[config.mk]
export PLATFORM = sky130hd
export DESIGN_NAME = cpu_ctrl_fsm
export DESIGN_NICKNAME = d
export VERILOG_FILES = /design/src/rtl/cpu_ctrl_fsm_pkg.sv /design/src/rtl/cpu_ctrl_fsm_opcode_class.sv /design/src/rtl/cpu_ctrl_fsm.sv
export SDC_FILE = /design/constraint.sdc
export NUM_CORES = 1
export LEC_CHECK = 0
export ABC_AREA = 1
export BUFFER_PORTS_ARGS = -buffer_cell sky130_fd_sc_hd__buf_2
export CORE_MARGIN = 1.5
export CORE_UTILIZATION = 53
export DETAILED_ROUTE_END_ITERATION = 16
export PLACE_DENSITY = 0.79
export RECOVER_POWER = 50
export SYNTH_ARGS = -nofsm -noshare
export SYNTH_HDL_FRONTEND = slang
export SYNTH_SLANG_ARGS = --single-unit
export TNS_END_PERCENT = 20
[constraint.sdc]
create_clock -name clk -period 2 [get_ports clk]
set_input_delay 0.2 -clock clk [delete_from_list [all_inputs] [get_ports clk]]
set_output_delay 0.2 -clock clk [all_outputs]
set_load 0.01 [all_outputs]
[src/rtl/cpu_ctrl_fsm_pkg.sv]
// Shared definitions for the multicycle CPU control FSM: states, opcode
// classes, RV32 major opcodes and the pc_sel / wb_sel encodings.
package cpu_ctrl_fsm_pkg;

    typedef enum logic [2:0] {
        ST_IDLE,
        ST_FETCH,
        ST_DECODE,
        ST_EXEC,
        ST_MEM,
        ST_WB,
        ST_HALT
    } state_t;

    typedef enum logic [2:0] {
        CLS_ALU,
        CLS_LOAD,
        CLS_STORE,
        CLS_BRANCH,
        CLS_JAL,
        CLS_JALR,
        CLS_ECALL,
        CLS_ILLEGAL
    } op_class_t;

    localparam logic [6:0] OPC_OP     = 7'b0110011;
    localparam logic [6:0] OPC_OP_IMM = 7'b0010011;
    localparam logic [6:0] OPC_LOAD   = 7'b0000011;
    localparam logic [6:0] OPC_STORE  = 7'b0100011;
    localparam logic [6:0] OPC_BRANCH = 7'b1100011;
    localparam logic [6:0] OPC_JAL    = 7'b1101111;
    localparam logic [6:0] OPC_JALR   = 7'b1100111;
    localparam logic [6:0] OPC_LUI    = 7'b0110111;
    localparam logic [6:0] OPC_AUIPC  = 7'b0010111;
    localparam logic [6:0] OPC_SYSTEM = 7'b1110011;

    localparam logic [1:0] PC_SEL_PLUS4   = 2'd0;
    localparam logic [1:0] PC_SEL_PC_IMM  = 2'd1;
    localparam logic [1:0] PC_SEL_RS1_IMM = 2'd2;

    localparam logic [1:0] WB_SEL_ALU = 2'd0;
    localparam logic [1:0] WB_SEL_MEM = 2'd1;
    localparam logic [1:0] WB_SEL_PC4 = 2'd2;

    function automatic logic cls_is_mem(input op_class_t c);
        return (c == CLS_LOAD) || (c == CLS_STORE);
    endfunction

    // Stores and branches are the only retiring classes with no rd update.
    function automatic logic cls_writes_reg(input op_class_t c);
        return !((c == CLS_STORE) || (c == CLS_BRANCH));
    endfunction

    function automatic logic [1:0] cls_pc_sel(input op_class_t c, input logic taken);
        if ((c == CLS_JAL) || ((c == CLS_BRANCH) && taken))
            return PC_SEL_PC_IMM;
        if (c == CLS_JALR)
            return PC_SEL_RS1_IMM;
        return PC_SEL_PLUS4;
    endfunction

    function automatic logic [1:0] cls_wb_sel(input op_class_t c);
        if (c == CLS_LOAD)
            return WB_SEL_MEM;
        if ((c == CLS_JAL) || (c == CLS_JALR))
            return WB_SEL_PC4;
        return WB_SEL_ALU;
    endfunction

endpackage

[src/rtl/cpu_ctrl_fsm_opcode_class.sv]
// Combinational opcode classifier: maps inst[6:0] (and funct12 for SYSTEM)
// onto the instruction class the control FSM sequences by.
module opcode_class
    import cpu_ctrl_fsm_pkg::*;
(
    input  logic [6:0]  opcode,
    input  logic [11:0] funct12,
    output op_class_t   op_class
);

    always_comb begin
        op_class = CLS_ILLEGAL;
        case (opcode)
            OPC_OP, OPC_OP_IMM, OPC_LUI, OPC_AUIPC: op_class = CLS_ALU;
            OPC_LOAD:   op_class = CLS_LOAD;
            OPC_STORE:  op_class = CLS_STORE;
            OPC_BRANCH: op_class = CLS_BRANCH;
            OPC_JAL:    op_class = CLS_JAL;
            OPC_JALR:   op_class = CLS_JALR;
            // Only ecall is recognised; other SYSTEM encodings are unsupported.
            OPC_SYSTEM: op_class = (funct12 == 12'h000) ? CLS_ECALL : CLS_ILLEGAL;
            default:    op_class = CLS_ILLEGAL;
        endcase
    end

endmodule

[src/rtl/cpu_ctrl_fsm.sv]
// Multicycle RV32 control FSM (IDLE/FETCH/DECODE/EXEC/MEM/WB/HALT) with registered
// strobes. Define MEM_TIMEOUT_EN to bound FETCH/MEM waits at TIMEOUT_CYCLES.
module cpu_ctrl_fsm
    import cpu_ctrl_fsm_pkg::*;
#(
    parameter int TIMEOUT_CYCLES = 64
) (
    input  logic        clk,
    input  logic        rst,
    input  logic        run,
    input  logic [6:0]  opcode,
    input  logic [11:0] funct12,
    input  logic        do_branch,
    input  logic        mem_ack,
    output logic        mem_req,
    output logic        mem_we,
    output logic        ir_we,
    output logic        reg_write,
    output logic        pc_we,
    output logic [1:0]  pc_sel,
    output logic [1:0]  wb_sel,
    output logic        halted,
    output logic        illegal,
    output logic        err_timeout,
    output logic [31:0] instret
);

    state_t    state;
    state_t    next_state;
    op_class_t dec_class;
    op_class_t cls_q;
    logic      fetch_win;
    logic      timeout_hit;

    opcode_class u_opcode_class (
        .opcode   (opcode),
        .funct12  (funct12),
        .op_class (dec_class)
    );

`ifdef MEM_TIMEOUT_EN
    localparam int CNT_W = (TIMEOUT_CYCLES > 1) ? $clog2(TIMEOUT_CYCLES) : 1;

    logic [CNT_W-1:0] wait_cnt;
    logic             in_wait;
    logic             wait_entry;

    assign in_wait     = (state == ST_FETCH) || (state == ST_MEM);
    assign wait_entry  = (next_state != state) &&
                         ((next_state == ST_FETCH) || (next_state == ST_MEM));
    assign timeout_hit = in_wait && !mem_ack &&
                         (wait_cnt == CNT_W'(TIMEOUT_CYCLES - 1));

    always_ff @(posedge clk or posedge rst) begin
        if (rst) begin
            wait_cnt    <= '0;
            err_timeout <= 1'b0;
        end else begin
            if (wait_entry)
                wait_cnt <= '0;
            else if (in_wait && !mem_ack)
                wait_cnt <= wait_cnt + 1'b1;
            if (timeout_hit)
                err_timeout <= 1'b1;
        end
    end
`else
    localparam int unused_timeout_cycles = TIMEOUT_CYCLES;

    assign timeout_hit = 1'b0;
    assign err_timeout = 1'b0;
`endif

    always_comb begin
        next_state = state;
        case (state)
            ST_IDLE: begin
                if (run)
                    next_state = ST_FETCH;
            end
            ST_FETCH: begin
                if (mem_ack)
                    next_state = ST_DECODE;
                else if (timeout_hit)
                    next_state = ST_HALT;
            end
            ST_DECODE: begin
                if ((dec_class == CLS_ECALL) || (dec_class == CLS_ILLEGAL))
                    next_state = ST_HALT;
                else
                    next_state = ST_EXEC;
            end
            ST_EXEC: begin
                next_state = cls_is_mem(cls_q) ? ST_MEM : ST_WB;
            end
            ST_MEM: begin
                if (mem_ack)
                    next_state = ST_WB;
                else if (timeout_hit)
                    next_state = ST_HALT;
            end
            ST_WB: begin
                next_state = run ? ST_FETCH : ST_IDLE;
            end
            ST_HALT: begin
                next_state = ST_HALT;
            end
            default: begin
                next_state = ST_IDLE;
            end
        endcase
    end

    // Strobes are registered from the state being entered, so each one is
    // valid for exactly the cycles the FSM spends in that state.
    always_ff @(posedge clk or posedge rst) begin
        if (rst) begin
            state     <= ST_IDLE;
            cls_q     <= CLS_ALU;
            fetch_win <= 1'b0;
            mem_req   <= 1'b0;
            mem_we    <= 1'b0;
            reg_write <= 1'b0;
            pc_we     <= 1'b0;
            pc_sel    <= PC_SEL_PLUS4;
            wb_sel    <= WB_SEL_ALU;
            halted    <= 1'b0;
            illegal   <= 1'b0;
            instret   <= '0;
        end else begin
            state     <= next_state;
            if (state == ST_DECODE)
                cls_q <= dec_class;
            fetch_win <= (next_state == ST_FETCH);
            mem_req   <= (next_state == ST_FETCH) || (next_state == ST_MEM);
            mem_we    <= (next_state == ST_MEM) && (cls_q == CLS_STORE);
            pc_we     <= (next_state == ST_WB);
            reg_write <= (next_state == ST_WB) && cls_writes_reg(cls_q);
            pc_sel    <= (next_state == ST_WB) ? cls_pc_sel(cls_q, do_branch) : PC_SEL_PLUS4;
            wb_sel    <= (next_state == ST_WB) ? cls_wb_sel(cls_q) : WB_SEL_ALU;
            halted    <= (next_state == ST_HALT);
            if ((state == ST_DECODE) && (dec_class == CLS_ILLEGAL))
                illegal <= 1'b1;
            if (next_state == ST_WB)
                instret <= instret + 32'd1;
        end
    end

    // The fetch window is registered; ack qualifies it so only the returning
    // instruction word is written into IR, never a stale bus value.
    assign ir_we = fetch_win && mem_ack;

endmodule

### After elaboration in Yosys (flattened, before gate mapping)

Index checks and enable logic that the tools add are counted.

| storage, ports and cells | value |
|---|---|
| flip-flop bits (word level) | 49 |
| input bits | 24 |
| output and inout bits | 44 |
| logic and storage cells | 80 |

| cells by class | value |
|---|---|
| $add $sub $neg | 1 |
| equality and inequality tests | 27 |
| multiplexer cells | 25 |
| reduce and logical (&&, ||, !) cells | 15 |

Operators with widths:

| kind | number |
|---|---|
| 3-bit case mux with 7 select lines | 2 |
| 32-bit by 1-bit adder with 32-bit output (second input constant) | 1 |
| 3-bit equality test (second input constant) | 10 |
| 7-bit equality test (second input constant) | 4 |
| 7-bit by 6-bit equality test with 1-bit output (second input constant) | 3 |
| 2-bit 2-to-1 mux | 10 |
| 7-bit by 5-bit equality test with 1-bit output (second input constant) | 2 |
| 3-bit by 2-bit equality test with 1-bit output (second input constant) | 4 |
| 12-bit logical NOT | 1 |
| 3-bit 2-to-1 mux | 4 |
| 3-bit by 1-bit equality test with 1-bit output (second input constant) | 3 |
| 1-bit 2-to-1 mux | 9 |
| 7-bit by 2-bit equality test with 1-bit output (second input constant) | 1 |
| 1-bit logical OR | 6 |
| 1-bit logical AND | 5 |
| 4-bit OR reduction | 1 |
| 3-bit logical NOT | 1 |
| 1-bit logical NOT | 1 |

### Depth between registers and ports, before layout

| depth | value |
|---|---|
| word-level depth | 9 |
| mapped depth | 13 |
| depth with buffers taken out | 13 |

### Hierarchy

Synthesis repeated with hierarchy kept, for this count alone.

| second synthesis, totals | value |
|---|---|
| cells, all modules | 447 |
| area, all modules | 2962.8 sq um |

Modules (own cells, without submodules):

| module | times used | cells an instance | area each (sq um) | seq. area each (sq um) |
|---|---|---|---|---|
| cpu_ctrl_fsm | 1 | 401 | 2743.9 | 1226.2 |
| opcode_class | 1 | 46 | 219.0 | 0.0 |

### Worst setup path after synthesis

No wires, ideal clock.

| timing path | value |
|---|---|
| path kind | register to register |
| start point | register instret[0] |
| end point | register instret[28] |
| library setup time | 117 ps |
| data arrival time | 1464 ps |
| data required time | 1883 ps |
| slack | 419 ps |
| cell stages (with the launch flop) | 11 |
| buffers on the path | 0 |
| clock period less this slack | 1581 ps |
| cells stage by stage | dfrtp_1 -> ha_1 -> nand3_1 -> inv_1 -> nand2_1 -> nor2_4 -> nand4_4 -> nor2_4 -> nand2_1 -> nand2_1 -> nand2_1 |

| on the way | value |
|---|---|
| longest elaborated chain between the ends | 1 |

Ends and longest elaborated chain:

| what | RTL line | RTL |
|---|---|---|
| start: declaration | cpu_ctrl_fsm.sv:25 | `output logic [31:0] instret` |
| start signal: assignment | cpu_ctrl_fsm.sv:145 | `instret <= instret + 32'd1;` |
| 32-bit by 1-bit adder with 32-bit output | cpu_ctrl_fsm.sv:145 |  |

No other way between the ends.
A chain may end at the register's enable or synchronous reset.

### Final worst setup path

Same ends and word-level chain as after synthesis.

==> summary.md <==
| Metric | Value |
|---|---|
| Sequential fraction of the synthesis area | `44.8%` |
| Fmax | `about 0.6 GHz` |
| Clock Latency Late Sink | `0.30 ns` |
| Post-Syn Instances | `359` |
| Final setup violation count | `0` |
| Sink Count | `49` |
| # IOs | `~70` |
| Mapped Area | `2740 um2` |
| Critical Path Start | `instret[0]` |
| Clock network power share | `20.2%` |
| Psw | `1.09 mW` |
| Crit path arrival time | `1.90 ns` |
| Max Transition Viols Final | `0` |
| Register bit total from synthesis | `49` |
| R2r startpoint | `instret[0]` |
| Leakage | `1.54 nW` |
| Std-Cell Rows | `25` |
| Top-area cell type share of the netlist area | `44.8%` |
| Die Wd | `74.9 um` |
| Initial Util | `roughly 56%` |
| RSZ-0062 raised after global routing | `false` |
| Sw frac | `39.0%` |
| Leading area contributor after synthesis | `dfrtp_1` |
| Post-DRT Antenna Nets | `0` |
| Status | `completed` |
| WL/cell | `12.0 um` |
| CTS tree | `yes` |
| DR DRC count | `0` |
| Global-route wire length before repair | `10.4 mm` |
| Worst EP required | `2.19 ns` |
| Root buffer cell | `clkbuf_8` |
| Via count of the first global-routing pass | `2315` |
| Initial antenna violation count | `0` |
| Crit end category | `register` |
| Avg Cell Area, Syn | `7.63 um2` |
| Top post-synthesis cells by area | `dfrtp_1 (45%), nand2_1 (15%), nor2_1 (7.1%), inv_1 (5.6%), xor2_1 (4.8%)` |
| CTS hold repair buffers | `1` |
| Layout Nets | `456` |
| Critical Path Start Type | `register` |
| Rel. slew slack | `about two fifths` |
| Hold/Removal Path Class | `input pin to register` |
| Die Footprint | `5610 um2` |
| Worst-Margin Slew | `0.928 ns` |
| Core Region | `slightly below 5000 um2` |
| GP Congestion | `0.914` |
| Setup Total Neg Slack | `0 ns` |
| Dpl ws | `0.321 ns` |
| Period minus WS final | `between 1.5 and 2 ns` |
| Via Count | `2425` |
| Initial drt markers | `between 100 and 150` |
| Worst-path maximum fanout | `5` |
| Final Cycle Share | `85.1%` |
| Combinational power share | `32.7%` |
| Max_cap viols | `0` |
| CTS resizes | `0` |
| Top FF cell, synth | `dfrtp_1` |
| Post-DP Area | `3150 um2` |
| Total GRT Usage | `24.3%` |
| Clk buf depth | `2` |
| Drt total wl | `5.98 mm` |
| Grt ovf | `0` |
| # H-tree levels | `2` |
| Seq pwr share | `a little under half` |
| Most frequent cell after synthesis | `nand2_1` |
| Mapped Nets | `384` |
| Port buffer count | `66` |
| Clk slew on worst S/H paths | `0.09 ns` |
| Layout area overhead | `17.3%` |
| Num CTS Buffers | `5` |
| Layout cell share with drive strength beyond 1 | `15.3%` |
| Final HPWL from detailed placement | `4.75 mm` |
| Design area | `about 3200 um2` |
| Unique masters post-synth | `31` |
| Largest net degree at the start of global routing | `26` |
| Ys Warns | `0` |
| Vias per inst | `4.86` |
| Pwr Density | `868 nW/um2` |
| Post-synth EDFFs | `0` |
| Die Y-Extent | `74.9 um` |
| Hold path startpoint | `do_branch` |
| Top cells by count, synth | `nand2_1 (111), nor2_1 (52), dfrtp_1 (49)` |
| Final Worst Setup Slack | `0.298 ns` |
| Internal power | `roughly 1.7 mW` |
| Setup bufs post-CTS | `0` |
| Antenna Cells | `0` |
| DRT Pass-1 Iters | `4` |
| WS Path Type | `register to register` |
| Final hold vios | `0` |
| FFs w/ async S/R, synth | `100%` |
| Fin Clk Skew | `0.00722 ns` |
| Max IR drop VDD | `0.000452 V` |
-- kinds of logic (layout without fill, tap and decap cells) --
group,count (synthesis),after routing,synth area share [%]
other,1,1,0.137
AND/OR/NAND/NOR,214,214,34.8
buffers and inverters,48,121,7.04
AO/OA/AOI/OAI,18,18,3.84
adder cells (fa/ha/maj),1,1,0.457
flip-flops,49,49,44.8
XOR/XNOR,28,28,8.95
-- stage by stage --
stage               utilization (%)  hold slack, ns  power, mW  instances
detailed placement             65.0           0.264       2.26        490
CTS                            66.9           0.166       2.82        499
floorplan                         -           0.360       1.98        359
global placement               65.0           0.266       2.24        490
finish                         66.2           0.166       2.79        499
global route                   66.2           0.166       2.98        499
-- flip-flops by register name, summed over array words and instances, names as in the netlist, 2 cells and up --
signal   cells
wb_sel       2
cls_q        3
instret     32
pc_sel       2
state        3
-- critical path, cell delays in order (launching register included) --
cell,delay [ns]
dfrtp_1,0.41
ha_1,0.20
nand3_1,0.10
inv_1,0.11
nand2_1,0.14
nor2_4,0.15
nand4_4,0.13
nor2_4,0.17
nand2_1,0.07
nand2_1,0.06
nand2_1,0.05
-- path summary, 6_finish.rpt --
kind / to / slack (ns) / cells after the start
worst max-delay path: instret[28] / 0.30 / 10
worst min-delay path: pc_sel[0] / 0.17 / 3
worst max register to register: instret[28] / 0.30 / 10
worst min register to register: illegal / 0.48 / 2
max in group asynchronous: instret[20] / 0.73 / 4
min in group asynchronous: mem_req / 0.63 / 3
-- cell type report --
type	instances	area [um2]
timing repair buffer	69	334
clock buffer	6	72.6
sequential	49	1230
multi-input combinational	262	1320
inverter	44	165
tap	67	83.8
clock inverter	2	10.0
fill	449	1640
-- layer usage --
layer,global-route usage (%),up-vias,share of wire [%]
met3,4.82,7,5.2
met1,33.6,1090,49
met2,38.5,70,45
met4,7.47,0,1.0
li1,-,1258,-
met5,0,-,0
-- power by group through the flow --
stage          Clock, mW  Combinational [mW]  Sequential (mW)
2_1_floorplan          0               0.620             1.36
3_3_place_gp           0               0.919             1.32
3_5_place_dp           0               0.937             1.33
4_1_cts            0.576               0.941             1.31
5_1_grt            0.601                1.03             1.34
6_report           0.564               0.911             1.31
-- cell usage in the layout, fill, tap and decap left out, drive strengths merged --
cell type,n
dfrtp,49
nand2,114
o211ai,2
a211oi,1
o21ai,11
a21oi,1
o21a,2
conb,1
buf,41
inv,44
nand3b,1
dlygate4sd3,1
nor4,3
nand3,20
xnor2,13
clkinv,2
nor2,58
clkbuf,33
a21boi,1
nand4,6
ha,1
xor2,15
nor3,12
No activity file was read; power rests on OpenSTA's default activity.
